`src/rtl/rf_hazard_ctrl_pkg.sv`:
```
// Shared constants and types for the register-file hazard controller.
package rf_hazard_ctrl_pkg;

   localparam int XLEN   = 64;
   localparam int REG_AW = 5;
   localparam int NREGS  = 32;

   // Which source owns the single regfile write port this cycle.
   typedef enum logic [2:0] {
      WB_SRC_NONE   = 3'd0,
      WB_SRC_STARVE = 3'd1,
      WB_SRC_FAST   = 3'd2,
      WB_SRC_FIFO   = 3'd3,
      WB_SRC_BYPASS = 3'd4
   } wb_src_e;

   // One-hot mask selecting a single architectural register.
   function automatic logic [NREGS-1:0] reg_onehot(input logic [REG_AW-1:0] idx);
      logic [NREGS-1:0] v;
      v      = {NREGS{1'b0}};
      v[idx] = 1'b1;
      return v;
   endfunction

endpackage

```
`src/rtl/rf_wb_fifo.sv`:
```
// Small synchronous FIFO buffering slow-unit writebacks {rd, data}.
// Push and pop may happen in the same cycle; the head is read combinationally.
module rf_wb_fifo #(
   parameter int W     = 69,
   parameter int DEPTH = 2
) (
   input  logic         clk,
   input  logic         rst,
   input  logic         push,
   input  logic [W-1:0] push_dat,
   input  logic         pop,
   output logic [W-1:0] head_dat,
   output logic         full,
   output logic         empty
);
   import rf_hazard_ctrl_pkg::*;

   localparam int            AW       = (DEPTH > 1) ? $clog2(DEPTH) : 1;
   localparam logic [AW:0]   FULL_CNT = (AW+1)'(DEPTH);

   logic [W-1:0]  mem_r [DEPTH];
   logic [AW-1:0] wr_ptr_r;
   logic [AW-1:0] rd_ptr_r;
   logic [AW:0]   cnt_r;
   logic          push_s;
   logic          pop_s;

   // Never write past a full buffer or read from an empty one.
   assign push_s   = push & ~full;
   assign pop_s    = pop & ~empty;
   assign full     = (cnt_r == FULL_CNT);
   assign empty    = (cnt_r == {(AW+1){1'b0}});
   assign head_dat = mem_r[rd_ptr_r];

   // Storage array; contents need no reset because the count gates visibility.
   always_ff @(posedge clk) begin
      if (push_s) begin
         mem_r[wr_ptr_r] <= push_dat;
      end
   end

   // Pointer and occupancy bookkeeping.
   always_ff @(posedge clk) begin
      if (rst) begin
         wr_ptr_r <= {AW{1'b0}};
         rd_ptr_r <= {AW{1'b0}};
         cnt_r    <= {(AW+1){1'b0}};
      end else begin
         if (push_s) begin
            wr_ptr_r <= wr_ptr_r + AW'(1);
         end
         if (pop_s) begin
            rd_ptr_r <= rd_ptr_r + AW'(1);
         end
         case ({push_s, pop_s})
            2'b10:   cnt_r <= cnt_r + (AW+1)'(1);
            2'b01:   cnt_r <= cnt_r - (AW+1)'(1);
            default: cnt_r <= cnt_r;
         endcase
      end
   end

endmodule

```
`src/rtl/rf_hazard_ctrl.sv`:
```
// Register-file sequencer for the in-order core: scoreboard of pending
// long-latency results with RAW/WAW issue stall, read-port drive, and
// arbitration of the single write port between fast and buffered slow
// writebacks with a starvation guard for the slow buffer.
module rf_hazard_ctrl #(
   parameter int XLEN       = rf_hazard_ctrl_pkg::XLEN,
   parameter int FIFO_DEPTH = 2,
   parameter int STARVE_MAX = 4
) (
   input  logic                                  clk,
   input  logic                                  rst,
   input  logic                                  i_issue_valid,
   input  logic                                  i_issue_rs1_re,
   input  logic                                  i_issue_rs2_re,
   input  logic [rf_hazard_ctrl_pkg::REG_AW-1:0] i_issue_rs1_addr,
   input  logic [rf_hazard_ctrl_pkg::REG_AW-1:0] i_issue_rs2_addr,
   input  logic                                  i_issue_rd_we,
   input  logic [rf_hazard_ctrl_pkg::REG_AW-1:0] i_issue_rd,
   input  logic                                  i_issue_long,
   output logic                                  o_issue_ready,
   output logic                                  o_rs1_re,
   output logic                                  o_rs2_re,
   output logic [rf_hazard_ctrl_pkg::REG_AW-1:0] o_rs1_addr,
   output logic [rf_hazard_ctrl_pkg::REG_AW-1:0] o_rs2_addr,
   input  logic                                  i_wb0_valid,
   input  logic [rf_hazard_ctrl_pkg::REG_AW-1:0] i_wb0_rd,
   input  logic [XLEN-1:0]                       i_wb0_dat,
   output logic                                  o_wb0_ready,
   input  logic                                  i_wb1_valid,
   input  logic [rf_hazard_ctrl_pkg::REG_AW-1:0] i_wb1_rd,
   input  logic [XLEN-1:0]                       i_wb1_dat,
   output logic                                  o_wb1_ready,
   output logic                                  o_rf_we,
   output logic [rf_hazard_ctrl_pkg::REG_AW-1:0] o_rd,
   output logic [XLEN-1:0]                       o_rd_dat,
   output logic [rf_hazard_ctrl_pkg::NREGS-1:0]  o_busy,
   output logic                                  o_err
);
   import rf_hazard_ctrl_pkg::*;

   localparam int              SW         = $clog2(STARVE_MAX + 1);
   localparam logic [SW-1:0]   STARVE_LIM = SW'(STARVE_MAX);
   localparam int              EW         = REG_AW + XLEN;
   localparam logic [NREGS-1:0] X0_KEEP   = {{(NREGS-1){1'b1}}, 1'b0};

   logic [NREGS-1:0]  busy_r;
   logic [NREGS-1:0]  busy_nxt_s;
   logic [NREGS-1:0]  set_mask_s;
   logic [NREGS-1:0]  clr_mask_s;
   logic [SW-1:0]     starve_r;
   logic [SW-1:0]     starve_nxt_s;
   logic              err_r;
   logic              err_nxt_s;
   logic              haz_s;
   logic              fire_s;
   logic              long_set_s;
   logic              starve_hit_s;
   wb_src_e           wb_src_s;
   logic              fifo_push_s;
   logic              fifo_pop_s;
   logic              fifo_full_s;
   logic              fifo_empty_s;
   logic [EW-1:0]     fifo_head_s;
   logic [REG_AW-1:0] head_rd_s;
   logic [XLEN-1:0]   head_dat_s;
   logic              slow_we_s;
   logic              fast_win_s;

   // Hazard check uses only the registered scoreboard, so a clear becomes
   // visible the cycle after the regfile write, matching regfile read timing.
   assign haz_s = (i_issue_rs1_re & busy_r[i_issue_rs1_addr])
                | (i_issue_rs2_re & busy_r[i_issue_rs2_addr])
                | (i_issue_rd_we  & busy_r[i_issue_rd]);

   assign o_issue_ready = ~haz_s;
   assign fire_s        = i_issue_valid & ~haz_s;
   assign long_set_s    = fire_s & i_issue_rd_we & i_issue_long & (i_issue_rd != {REG_AW{1'b0}});
   assign o_rs1_re      = fire_s & i_issue_rs1_re;
   assign o_rs2_re      = fire_s & i_issue_rs2_re;
   assign o_rs1_addr    = i_issue_rs1_addr;
   assign o_rs2_addr    = i_issue_rs2_addr;

   assign o_busy = busy_r;
   assign o_err  = err_r;

   // Slow writeback buffer.
   rf_wb_fifo #(
      .W     (EW),
      .DEPTH (FIFO_DEPTH)
   ) u_wb_fifo (
      .clk      (clk),
      .rst      (rst),
      .push     (fifo_push_s),
      .push_dat ({i_wb1_rd, i_wb1_dat}),
      .pop      (fifo_pop_s),
      .head_dat (fifo_head_s),
      .full     (fifo_full_s),
      .empty    (fifo_empty_s)
   );

   assign head_rd_s  = fifo_head_s[EW-1:XLEN];
   assign head_dat_s = fifo_head_s[XLEN-1:0];

   // A buffered slow result that has lost too often takes the port from wb0.
   assign starve_hit_s = ~fifo_empty_s & (starve_r == STARVE_LIM);
   assign o_wb0_ready  = ~starve_hit_s;
   assign o_wb1_ready  = ~fifo_full_s;

   // Write-port priority: starved head, fast path, buffered head, bypass.
   always_comb begin
      wb_src_s = WB_SRC_NONE;
      if (starve_hit_s) begin
         wb_src_s = WB_SRC_STARVE;
      end else if (i_wb0_valid) begin
         wb_src_s = WB_SRC_FAST;
      end else if (!fifo_empty_s) begin
         wb_src_s = WB_SRC_FIFO;
      end else if (i_wb1_valid) begin
         wb_src_s = WB_SRC_BYPASS;
      end else begin
         wb_src_s = WB_SRC_NONE;
      end
   end

   // Drive the regfile write port from the winning source.
   always_comb begin
      o_rf_we    = 1'b0;
      o_rd       = {REG_AW{1'b0}};
      o_rd_dat   = {XLEN{1'b0}};
      fifo_pop_s = 1'b0;
      slow_we_s  = 1'b0;
      fast_win_s = 1'b0;
      case (wb_src_s)
         WB_SRC_STARVE, WB_SRC_FIFO: begin
            o_rf_we    = 1'b1;
            o_rd       = head_rd_s;
            o_rd_dat   = head_dat_s;
            fifo_pop_s = 1'b1;
            slow_we_s  = 1'b1;
         end
         WB_SRC_FAST: begin
            o_rf_we    = 1'b1;
            o_rd       = i_wb0_rd;
            o_rd_dat   = i_wb0_dat;
            fast_win_s = 1'b1;
         end
         WB_SRC_BYPASS: begin
            o_rf_we    = 1'b1;
            o_rd       = i_wb1_rd;
            o_rd_dat   = i_wb1_dat;
            slow_we_s  = 1'b1;
         end
         default: begin
            o_rf_we    = 1'b0;
         end
      endcase
   end

   // Accepted slow writebacks are buffered unless they went straight to the port.
   assign fifo_push_s = i_wb1_valid & ~fifo_full_s & (wb_src_s != WB_SRC_BYPASS);

   // Count consecutive losses of a non-empty buffer to wb0, saturating.
   always_comb begin
      starve_nxt_s = starve_r;
      if (fifo_empty_s || fifo_pop_s) begin
         starve_nxt_s = {SW{1'b0}};
      end else if (fast_win_s && (starve_r != STARVE_LIM)) begin
         starve_nxt_s = starve_r + SW'(1);
      end else begin
         starve_nxt_s = starve_r;
      end
   end

   // Scoreboard update and sticky protocol-error detection.
   always_comb begin
      set_mask_s = {NREGS{1'b0}};
      clr_mask_s = {NREGS{1'b0}};
      if (long_set_s) begin
         set_mask_s = reg_onehot(i_issue_rd);
      end else begin
         set_mask_s = {NREGS{1'b0}};
      end
      if (slow_we_s) begin
         clr_mask_s = reg_onehot(o_rd);
      end else begin
         clr_mask_s = {NREGS{1'b0}};
      end
      busy_nxt_s = (busy_r | set_mask_s) & ~clr_mask_s & X0_KEEP;
      err_nxt_s  = err_r
                 | (slow_we_s & (o_rd != {REG_AW{1'b0}}) & ~busy_r[o_rd])
                 | (long_set_s & busy_r[i_issue_rd])
                 | (i_wb0_valid & busy_r[i_wb0_rd]);
   end

   // State registers.
   always_ff @(posedge clk) begin
      if (rst) begin
         busy_r   <= {NREGS{1'b0}};
         starve_r <= {SW{1'b0}};
         err_r    <= 1'b0;
      end else begin
         busy_r   <= busy_nxt_s;
         starve_r <= starve_nxt_s;
         err_r    <= err_nxt_s;
      end
   end

endmodule

```
`config.mk`:
```
export PLATFORM = sky130hd
export DESIGN_NAME = rf_hazard_ctrl
export DESIGN_NICKNAME = d
export VERILOG_FILES = /design/src/rtl/rf_hazard_ctrl_pkg.sv /design/src/rtl/rf_wb_fifo.sv /design/src/rtl/rf_hazard_ctrl.sv
export SDC_FILE = /design/constraint.sdc
export NUM_CORES = 1
export LEC_CHECK = 0
export CORE_ASPECT_RATIO = 0.6
export CORE_MARGIN = 3
export CORE_UTILIZATION = 25
export DETAILED_ROUTE_END_ITERATION = 7
export HOLD_SLACK_MARGIN = 0.08
export PLACE_DENSITY_LB_ADDON = 0.08
export RECOVER_POWER = 25
export SLEW_MARGIN = 10
export SYNTH_ARGS = -nofsm -noshare
export SYNTH_HDL_FRONTEND = slang
export SYNTH_SLANG_ARGS = --single-unit
export TNS_END_PERCENT = 5
```
`constraint.sdc`:
```
create_clock -name clk -period 9.4 [get_ports clk]
set_input_delay 1.88 -clock clk [delete_from_list [all_inputs] [get_ports clk]]
set_output_delay 1.88 -clock clk [all_outputs]
set_load 0.03 [all_outputs]
```
==> results by group <==
Setup path
  • CP Class: primary input to output port
  • Worst path required time: 7.52 ns
  • Setup crit start kind: primary input
  • Highest fanout seen on the critical path: 23
  • Critical path capture point type: output port
  • Arr. time, crit path: 5.77 ns

Timing
  • Period Utilization, post-route: 81.4%
  • Fmax: 131 MHz
  • Clock skew: 0.0193 ns
  • Slew Limit Fails: 0
  • Endpoints failing hold: 0
  • Setup violations, final: 0
  • Slew HR: 24.8%
  • RSZ-0062 raised after global routing: no
  • Final setup margin: 1.75 ns
  • Worst hold slack: 0.453 ns
  • Final min period: 7.65 ns
  • Setup_tns: 0 ns
  • Worst slew pin tran: 1.12 ns

Yosys
  • Yosys warns: 0
  • Post-synthesis cell count: 828
  • Synth unique cells: 63
  • Number of enable flip-flop cells after synthesis: 138
  • Avg Synthesized Cell Area: 11.5 um2
  • Synthesis-stage register bit count: 178
  • Area of the mapped netlist: 9530 um2
  • Synth Flop Type: edfxtp_1
  • Post-Syn Nets: 993
  • Synth async-reset ratio: 0%
  • Sequential share of the synthesized area: 51.9%

Global route
  • Number of antenna violations at the first check in global routing: 3
  • First-pass GRT wire length: 52.5 mm
  • GRT overflow: 0
  • Vias in the first global route: 7686
  • Pin count of the biggest net entering global routing: 68
  • GRT Util Overall: 17.5%

Finish
  • Final cell count without fillers: 1581
  • # fillers: 3668
  • Cell area after layout: 13200 um2
  • Share of cells above drive strength 1: 7.99%
  • Leading cell type in the layout, fill and taps excluded: clkdlybuf4s50_1
  • Final Util: 35.8%
  • Post-layout nets: 1228
  • Area added between synthesis and finish: 39.0%
  • Most frequent cells in the layout: clkdlybuf4s50_1, edfxtp_1, mux2i_1

CTS
  • Cts hold-fix bufs: 0
  • Worst-Skew Late Latency: 0.44 ns
  • CTS tree: done
  • Clock root buffer master: clkbuf_16
  • Post CTS Setup Buffer Count: 0
  • Deepest clock path buffer count: 2
  • # H-tree levels: 4
  • Worst-path clk slew: 0.07 ns
  • Cts bufs inserted: 17
  • Gates resized, CTS repair: 0
  • Sink Count: 178

Routing
  • WL/cell: 22.8 um
  • DR iter-0 viols: 709
  • Final WL: 36.0 mm
  • TritonRoute pass-1 iters: 5
  • DRC viols: 0
  • Via/cell ratio: 5.01
  • Remaining antenna violation count: 0
  • Via count: 7923

Floorplan
  • I/O Pins: 280
  • DIE AREA: 40600 um2
  • Chip height: 157 um
  • Die Width: 258 um
  • Initial Util: 25.8%
  • Std-Cell Rows: 54
  • Total core area: 37000 um2

Power
  • Combinational group share of total power: 37.4%
  • Total power draw: 2.81 mW
  • Power per cell area: 212 nW/um2
  • Pleak: 4.32 nW
  • Clock power share: 25.3%
  • Int Pwr: 1.76 mW
  • Seq pwr share: 37.3%
  • Worst VDD drop: 0.000126 V
  • Switching Share: 37.3%
  • Switch Pwr: 1.05 mW

Flow run
  • Max-cap viol count: 0

Worst hold path
  • Hold Path Class: flip-flop to flip-flop

Placed design
  • RePlAce Congestion: 0.932
  • DP Area: 12700 um2
  • Number of port buffers: 278
  • Post-Place Worst Slack: 1.80 ns
  • Post-DP HPWL: 25.6 mm
  • Placed Cells: 1548

Run status
  • Status: finished clean
cell families after synthesis:
kind of cell / count (synthesis) / synth area share [%]
mux: 135 / 16.6
compound gates: 226 / 16.0
fa+ha+maj: 3 / 0.394
other cells: 1 / 0.0394
buf+inv: 83 / 4.32
xor+xnor: 5 / 0.460
flops: 178 / 51.9
simple gates: 197 / 10.3
layer usage:
layer  vias to the layer above  routed length [um]  track usage (%)
met2                       303               15200             24.6
met1                      3903               17300             25.9
met5                         -                   0                0
li1                       3691                   -                -
met3                        26                3030             5.16
met4                         0                 450             4.69
state kept, by name, summed over array words and instances, names as in the netlist, named ones only:
name	flops
starve_r	3
o_busy	31
u_wb_fifo.rd_ptr_r	1
o_err	1
u_wb_fifo.mem_r	138
u_wb_fifo.wr_ptr_r	1
u_wb_fifo.cnt_r	2
area by class of cell:
class,instances,area [um2],area share [%]
antenna,1,2.50,0.0189
clock buffer,18,429,3.24
clock inverter,14,144,1.09
inverter,12,45.0,0.340
multi-input combinational,567,4190,31.7
sequential,178,4950,37.4
tap,504,631,4.76
timing repair buffer,287,2850,21.5
cells in the mapped netlist (all sizes together) (2+ instances only):
cell     instances  area, um2
a32oi            2       17.5
edfxtp         138       4140
a211oi           5       37.5
o211ai           5       37.5
buf             43        259
a21oi           36        180
a22oi           59        443
a41oi            5       43.8
nor3            19        120
a2111oi          2       23.8
xnor2            4       35.0
or3              5       31.3
clkbuf          28        108
nand2           39        149
dfxtp           40        801
mux4            16        379
and2             2       15.0
nor2b            6       37.5
nand4            4       25.0
nand3b           5       37.5
mux2i          113       1130
a221oi          15        166
nand3           49        245
mux2             6       67.6
nand2b           7       43.8
o21ai           84        447
ha               3       37.5
inv             12       45.0
nor2            53        206
and3             3       18.8
a211o            3       26.3
power groups by stage:
stage | combinational (mW) | sequential [mW] | clock, mW
finish | 1.05 | 1.05 | 0.711
global route | 1.13 | 1.06 | 0.773
CTS | 1.07 | 1.05 | 0.733
detailed placement | 1.07 | 1.07 | 0
global placement | 1.07 | 1.07 | 0
floorplan | 0.657 | 1.04 | 0
path summary, 6_finish.rpt:
kind | start | to | slack (ns) | depth (start not counted)
setup / recovery | i_issue_rs2_addr[1] | o_issue_ready | 1.75 | 10
setup reg to reg | flip-flop | o_busy[17]$_SDFF_PP0_ | 5.64 | 9
hold / removal | starve_r[0]$_SDFFE_PP0P_ | starve_r[0]$_SDFFE_PP0P_ | 0.45 | 1
hold reg to reg | starve_r[0]$_SDFFE_PP0P_ | starve_r[0]$_SDFFE_PP0P_ | 0.45 | 1
worst max-delay path, stage by stage:
cell	delay, ns
clkdlybuf4s50_1	1.11
mux2i_1	0.28
mux4_2	0.26
or3_1	0.10
nand4_1	0.11
a22oi_1	0.67
nand2_2	0.28
buf_4	0.31
inv_1	0.08
clkdlybuf4s50_1	0.67
Note: power is estimated with default switching activity, not from simulation.
